<file path="src/rtl/mlp_pkg.sv">
// mlp_pkg: shared sizes, byte type and loader state encoding for the MLP parameter loader.
package mlp_pkg;
  localparam int N_IN  = 6;
  localparam int N_HID = 16;
  localparam int N_OUT = 3;
  typedef logic [7:0] byte_t;
  typedef enum logic [2:0] {IDLE, L_W1, L_B1, L_W2, L_B2, L_X} ld_state_t;
  localparam int LEN_W1    = N_IN * N_HID;
  localparam int LEN_B1    = N_HID;
  localparam int LEN_W2    = N_HID * N_OUT;
  localparam int LEN_B2    = N_OUT;
  localparam int LEN_X     = N_IN;
  localparam int FRAME_LEN = LEN_W1 + LEN_B1 + LEN_W2 + LEN_B2 + LEN_X;
endpackage

</file>
<file path="src/rtl/mlp_param_loader.sv">
// mlp_param_loader: deserialises a byte stream into MLP weights, biases and input vector.
module mlp_param_loader
  import mlp_pkg::*;
#(
  parameter int N_IN  = mlp_pkg::N_IN,
  parameter int N_HID = mlp_pkg::N_HID,
  parameter int N_OUT = mlp_pkg::N_OUT
) (
  input  logic  clk,
  input  logic  rst_n,
  input  logic  s_valid,
  output logic  s_ready,
  input  byte_t s_data,
  input  logic  s_sof,
  input  logic  s_xonly,
  output byte_t w1_o [N_IN][N_HID],
  output byte_t b1_o [N_HID],
  output byte_t w2_o [N_HID][N_OUT],
  output byte_t b2_o [N_OUT],
  output byte_t din_o [N_IN],
  output logic  params_ok,
  output logic  x_ok,
  output logic  done,
  output logic  err
);
  localparam int LW1  = N_IN * N_HID;
  localparam int LW2  = N_HID * N_OUT;
  localparam int MAXL = LW1 > LW2 ? LW1 : LW2;
  localparam int CW   = $clog2(MAXL + 1);
  ld_state_t state, state_d, wst;
  logic [CW-1:0] cnt, cnt_d, widx, last_idx;
  logic acc, last, wen, err_set, done_set, pok_set, pok_clr, xok_set, xok_clr;
  assign acc = s_valid && s_ready;
  assign last_idx = state == L_W1 ? CW'(LW1 - 1) :
                    state == L_B1 ? CW'(N_HID - 1) :
                    state == L_W2 ? CW'(LW2 - 1) :
                    state == L_B2 ? CW'(N_OUT - 1) :
                    state == L_X  ? CW'(N_IN - 1) : CW'(0);
  assign last = cnt == last_idx;
  always_ff @(posedge clk or negedge rst_n) begin
    if (!rst_n) begin
      state <= IDLE;
      cnt   <= '0;
    end else begin
      state <= state_d;
      cnt   <= cnt_d;
    end
  end
  always_comb begin
    state_d  = state;
    cnt_d    = cnt;
    wst      = state;
    widx     = cnt;
    wen      = 1'b0;
    err_set  = 1'b0;
    done_set = 1'b0;
    pok_set  = 1'b0;
    pok_clr  = 1'b0;
    xok_set  = 1'b0;
    xok_clr  = 1'b0;
    if (acc) begin
      if (s_sof && s_xonly && !params_ok) begin
        err_set = 1'b1;
        state_d = IDLE;
        cnt_d   = '0;
      end else if (s_sof) begin
        // SOF byte is element 0 of the new frame; any frame in flight is abandoned
        err_set = state != IDLE;
        wen     = 1'b1;
        wst     = s_xonly ? L_X : L_W1;
        widx    = '0;
        state_d = wst;
        cnt_d   = CW'(1);
        xok_clr = 1'b1;
        pok_clr = !s_xonly;
      end else if (state == IDLE) begin
        err_set = 1'b1;
      end else begin
        wen      = 1'b1;
        state_d  = !last ? state : state == L_X ? IDLE : ld_state_t'(state + 3'd1);
        cnt_d    = last ? '0 : cnt + CW'(1);
        pok_set  = last && state == L_B2;
        xok_set  = last && state == L_X;
        done_set = last && state == L_X;
      end
    end
  end
  always_ff @(posedge clk or negedge rst_n) begin
    if (!rst_n) begin
      s_ready   <= 1'b0;
      params_ok <= 1'b0;
      x_ok      <= 1'b0;
      done      <= 1'b0;
      err       <= 1'b0;
    end else begin
      s_ready   <= 1'b1;
      done      <= done_set;
      err       <= err | err_set;
      params_ok <= pok_clr ? 1'b0 : pok_set ? 1'b1 : params_ok;
      x_ok      <= xok_clr ? 1'b0 : xok_set ? 1'b1 : x_ok;
    end
  end
  always_ff @(posedge clk or negedge rst_n) begin
    if (!rst_n) begin
      for (int i = 0; i < N_IN; i++)
        for (int j = 0; j < N_HID; j++) w1_o[i][j] <= '0;
      for (int i = 0; i < N_HID; i++)
        for (int j = 0; j < N_OUT; j++) w2_o[i][j] <= '0;
      for (int i = 0; i < N_HID; i++) b1_o[i] <= '0;
      for (int i = 0; i < N_OUT; i++) b2_o[i] <= '0;
      for (int i = 0; i < N_IN; i++) din_o[i] <= '0;
    end else if (wen) begin
      for (int i = 0; i < N_IN; i++)
        for (int j = 0; j < N_HID; j++)
          if (wst == L_W1 && widx == CW'(i * N_HID + j)) w1_o[i][j] <= s_data;
      for (int i = 0; i < N_HID; i++)
        for (int j = 0; j < N_OUT; j++)
          if (wst == L_W2 && widx == CW'(i * N_OUT + j)) w2_o[i][j] <= s_data;
      for (int i = 0; i < N_HID; i++)
        if (wst == L_B1 && widx == CW'(i)) b1_o[i] <= s_data;
      for (int i = 0; i < N_OUT; i++)
        if (wst == L_B2 && widx == CW'(i)) b2_o[i] <= s_data;
      for (int i = 0; i < N_IN; i++)
        if (wst == L_X && widx == CW'(i)) din_o[i] <= s_data;
    end
  end
endmodule

</file>
<file path="config.mk">
export PLATFORM = sky130hd
export DESIGN_NAME = mlp_param_loader
export DESIGN_NICKNAME = d
export VERILOG_FILES = /design/src/rtl/mlp_pkg.sv /design/src/rtl/mlp_param_loader.sv
export SDC_FILE = /design/constraint.sdc
export NUM_CORES = 2
export LEC_CHECK = 0
export CAP_MARGIN = 30
export CELL_PAD_IN_SITES_DETAIL_PLACEMENT = 1
export CELL_PAD_IN_SITES_GLOBAL_PLACEMENT = 1
export CORE_AREA = 2 2 531 533
export CTS_CLUSTER_SIZE = 24
export DETAILED_ROUTE_END_ITERATION = 12
export DIE_AREA = 0 0 533 535
export GPL_TIMING_DRIVEN = 0
export PLACE_DENSITY_LB_ADDON = 0.1
export SYNTH_ARGS = -nofsm -noshare
export SYNTH_HDL_FRONTEND = slang
export SYNTH_SLANG_ARGS = --single-unit
</file>
<file path="constraint.sdc">
create_clock -name clk -period 7.7 [get_ports clk]
set_input_delay 0.77 -clock clk [delete_from_list [all_inputs] [get_ports clk]]
set_output_delay 0.77 -clock clk [all_outputs]
set_load 0.05 [all_outputs]
</file>
==> impl_metrics.py <==
metrics = {
    "status": {
        "status": "finished, final reports clean",
    },
    "yosys": {
        "ys_ff_latch": 1367,
        "ys_seq_area_share_pct": 65.37,
        "syn_nets": 3288,
        "syn_area_per_cell_um2": 15.99,
        "async_reset_ff_share_pct": 100.0,
        "ys_warn_count": 0,
        "synth_cell_types": 66,
        "synth.area.top_cells": "dfrtp_1 (65%), mux2_2 (28%), clkbuf_1 (1.2%)",
        "synthFlopType": "dfrtp_1",
        "synth_common_cells": "dfrtp_1 (1,367), mux2_2 (1,300), clkbuf_1 (168), nand2_1 (104), mux2_1 (52)",
        "yosys.area.top_type_share_pct": 65.37,
        "synth_area_um2": 52330,
        "synth_edf_count": 0,
        "yosysTopAreaCell": "dfrtp_1",
        "synth_cells": 3272,
        "synth_most_common_cell": "dfrtp_1",
    },
    "finish": {
        "nets": 4901,
        "area_growth_pct": 48.71,
        "drive_above_1_share_pct": 35.15,
        "final_util_pct": 27.90,
        "stdcell_area_um2": 77820,
    },
    "critical_path": {
        "path_class": "reg -> reg",
        "required_ns": 8.42,
        "max_stage_delay_ns": 0.68,
        "slowest_stage": "nor3_2",
        "cp-start-kind": "flop",
        "crit_path_end_kind": "flop",
        "arrival_ns": 4.65,
        "path_cells": "clkbuf_1 > nor3_1 > ha_1 > and3b_1 > o211ai_1 > buf_4 > nor3_2 > nand2_1 > mux2_2",
        "critical_path.max_fanout": 10,
    },
    "floorplan": {
        "die_h_um": 535,
        "ios": 1370,
        "coreArea_um2": 278900,
        "die_area_um2": 285200,
        "die_w_um": 533,
        "core.rowCount": 194,
        "start_util_pct": 18.76,
    },
    "drt": {
        "drc": 0,
        "drt-pass1-iter-count": 4,
        "postRouteAntennaNets": 0,
        "vias": 34950,
        "viasPerCell": 3.986,
        "wire_per_inst_um": 31.52,
        "routed_wl_mm": 276.3,
        "drt_iter0_markers": 1222,
    },
    "global_routing": {
        "grt_pass1_wl_mm": 366.4,
        "gr-total-overflow": 0,
        "grt_max_degree": 162,
        "grt_use_total_pct": 18.91,
        "grt_pass1_vias": 37980,
        "antenna_found_initial": 28,
    },
    "timing": {
        "setup_viol": 0,
        "maxSlewViolCount": 0,
        "clock.fmax_mhz": 254.8,
        "timing.final.ws_setup_ns": 3.775,
        "finalSetupTns_ns": 0,
        "tightest_slew_ns": 1.122,
        "fin_skew_ns": 0.03893,
        "min_period_ns": 3.925,
        "slew_headroom_pct": 25.20,
        "timing.final.crit_share_pct": 50.98,
        "hold_viol_final": 0,
        "hold_ws_ns": 0.4730,
        "rsz0062_at_grt": "no",
    },
    "pwr": {
        "ir_drop_v": 0.0001789,
        "power.density_nw_per_um2": 278.3,
        "p_leak_nw": 35.78,
    },
    "min_path": {
        "hold_class": "reg -> reg",
    },
    "clock_network": {
        "clock_sinks": 1367,
        "clock_path_buffers": 4,
        "cts_repair_resize_count": 0,
        "clk_latency_ns": 0.86,
        "clock-root-buffer": "clkbuf_16",
        "cts-buffers-inserted": 180,
        "ctsHtreeMaxLevel": 4,
        "clk_pin_slew_ns": 0.05,
        "holdBufCountCts": 1,
        "cts_tree": "built",
        "post-cts-setup-buffers": 0,
    },
    "placement": {
        "placed_area_um2": 71860,
        "preCtsSetupSlack_ns": 2.850,
        "dp_hpwl_mm": 213.2,
        "gp_congestion": 0.7557,
        "portBuffers": 1360,
    },
    "run": {
        "cap_violations": 0,
    },
}
[per-layer routing]
layer,GRT usage (%),vias to the layer above,share of wire [%]
li1,-,14850,-
met1,21.98,18570,39
met2,31.11,1229,47
met3,8.508,297,10
met4,5.662,0,3.2
met5,0,-,0
[placed cells by master (no fill, tap or decap), types with 9 or more instances in the layout]
master and count:
clkbuf_1 213, mux2_1 52, nand3_1 14, nor3_2 9, nor2_1 33, diode_2 21
buf_2 20, buf_6 12, nor2_2 32, nand4_1 14, nor2_4 16, clkbuf_8 51
dfrtp_1 1367, clkbuf_16 185, buf_8 32, buf_4 10, clkdlybuf4s50_1 1359, clkbuf_2 17
buf_16 18, mux2_2 1300, nand2_2 19, nand2_1 104
[registers in the layout, summed over array words and instances (netlist names), 3 cells and up]
signal  flops
w1_o      768
w2_o      384
b1_o      128
din_o      48
b2_o       24
cnt         7
state       3
[cells by family (layout without fill, tap and decap cells)]
kind of cell / count (synthesis) / after routing / synth area share, %
other: 1 / 22 / 0.007166
adder cells (fa/ha/maj): 3 / 3 / 0.07174
AND/OR/NAND/NOR: 308 / 308 / 3.316
flip-flops: 1367 / 1367 / 65.37
XOR/XNOR: 2 / 2 / 0.03348
buffers and inverters: 196 / 1946 / 1.487
AO/OA/AOI/OAI: 41 / 41 / 0.5834
multiplexers: 1354 / 1354 / 29.13
[power breakdown]
part           internal [mW]  switching, mW  total, mW
Combinational           1.51           3.57       5.08
Clock                   5.07           3.43       8.50
Sequential              7.76          0.319       8.08
[per-stage QoR]
stage,std cells,power (mW)
floorplan,3272,11.01
global placement,8356,13.35
detailed placement,8424,13.38
CTS,8744,22.12
global route,8749,22.60
finish,8767,21.66
[layout make-up]
class / instances / area (um^2)
Tap cell: 3724 / 4659
Inverter: 5 / 18.77
Clock inverter: 22 / 327.8
Antenna cell: 21 / 52.55
Fill cell: 29630 / 201100
Multi-Input combinational cell: 1709 / 17440
Timing Repair Buffer: 1431 / 14780
Clock buffer: 297 / 5560
Sequential cell: 1367 / 34210
Buffer: 191 / 779.5
[final timing paths]
check	start	endpoint	slack (ns)	cells after the start
min in group asynchronous	rst_n	w2_o[304]	0.58	2
setup reg to reg	state[0]	w1_o[635]	3.77	9
hold reg to reg	err	err	0.47	1
max in group asynchronous	rst_n	w1_o[512]	4.40	5
hold / removal	err	err	0.47	1
setup / recovery	state[0]	w1_o[635]	3.77	9
[worst max-delay path, delay by kind of cell, from the launching register on]
family / cells / cell delay (ns)
flops: 1 / 0.40
buf+inv: 2 / 0.65
mux: 1 / 0.44
compound gates: 1 / 0.30
fa+ha+maj: 1 / 0.26
simple gates: 4 / 1.76
Power figures use the tool's default switching activity.
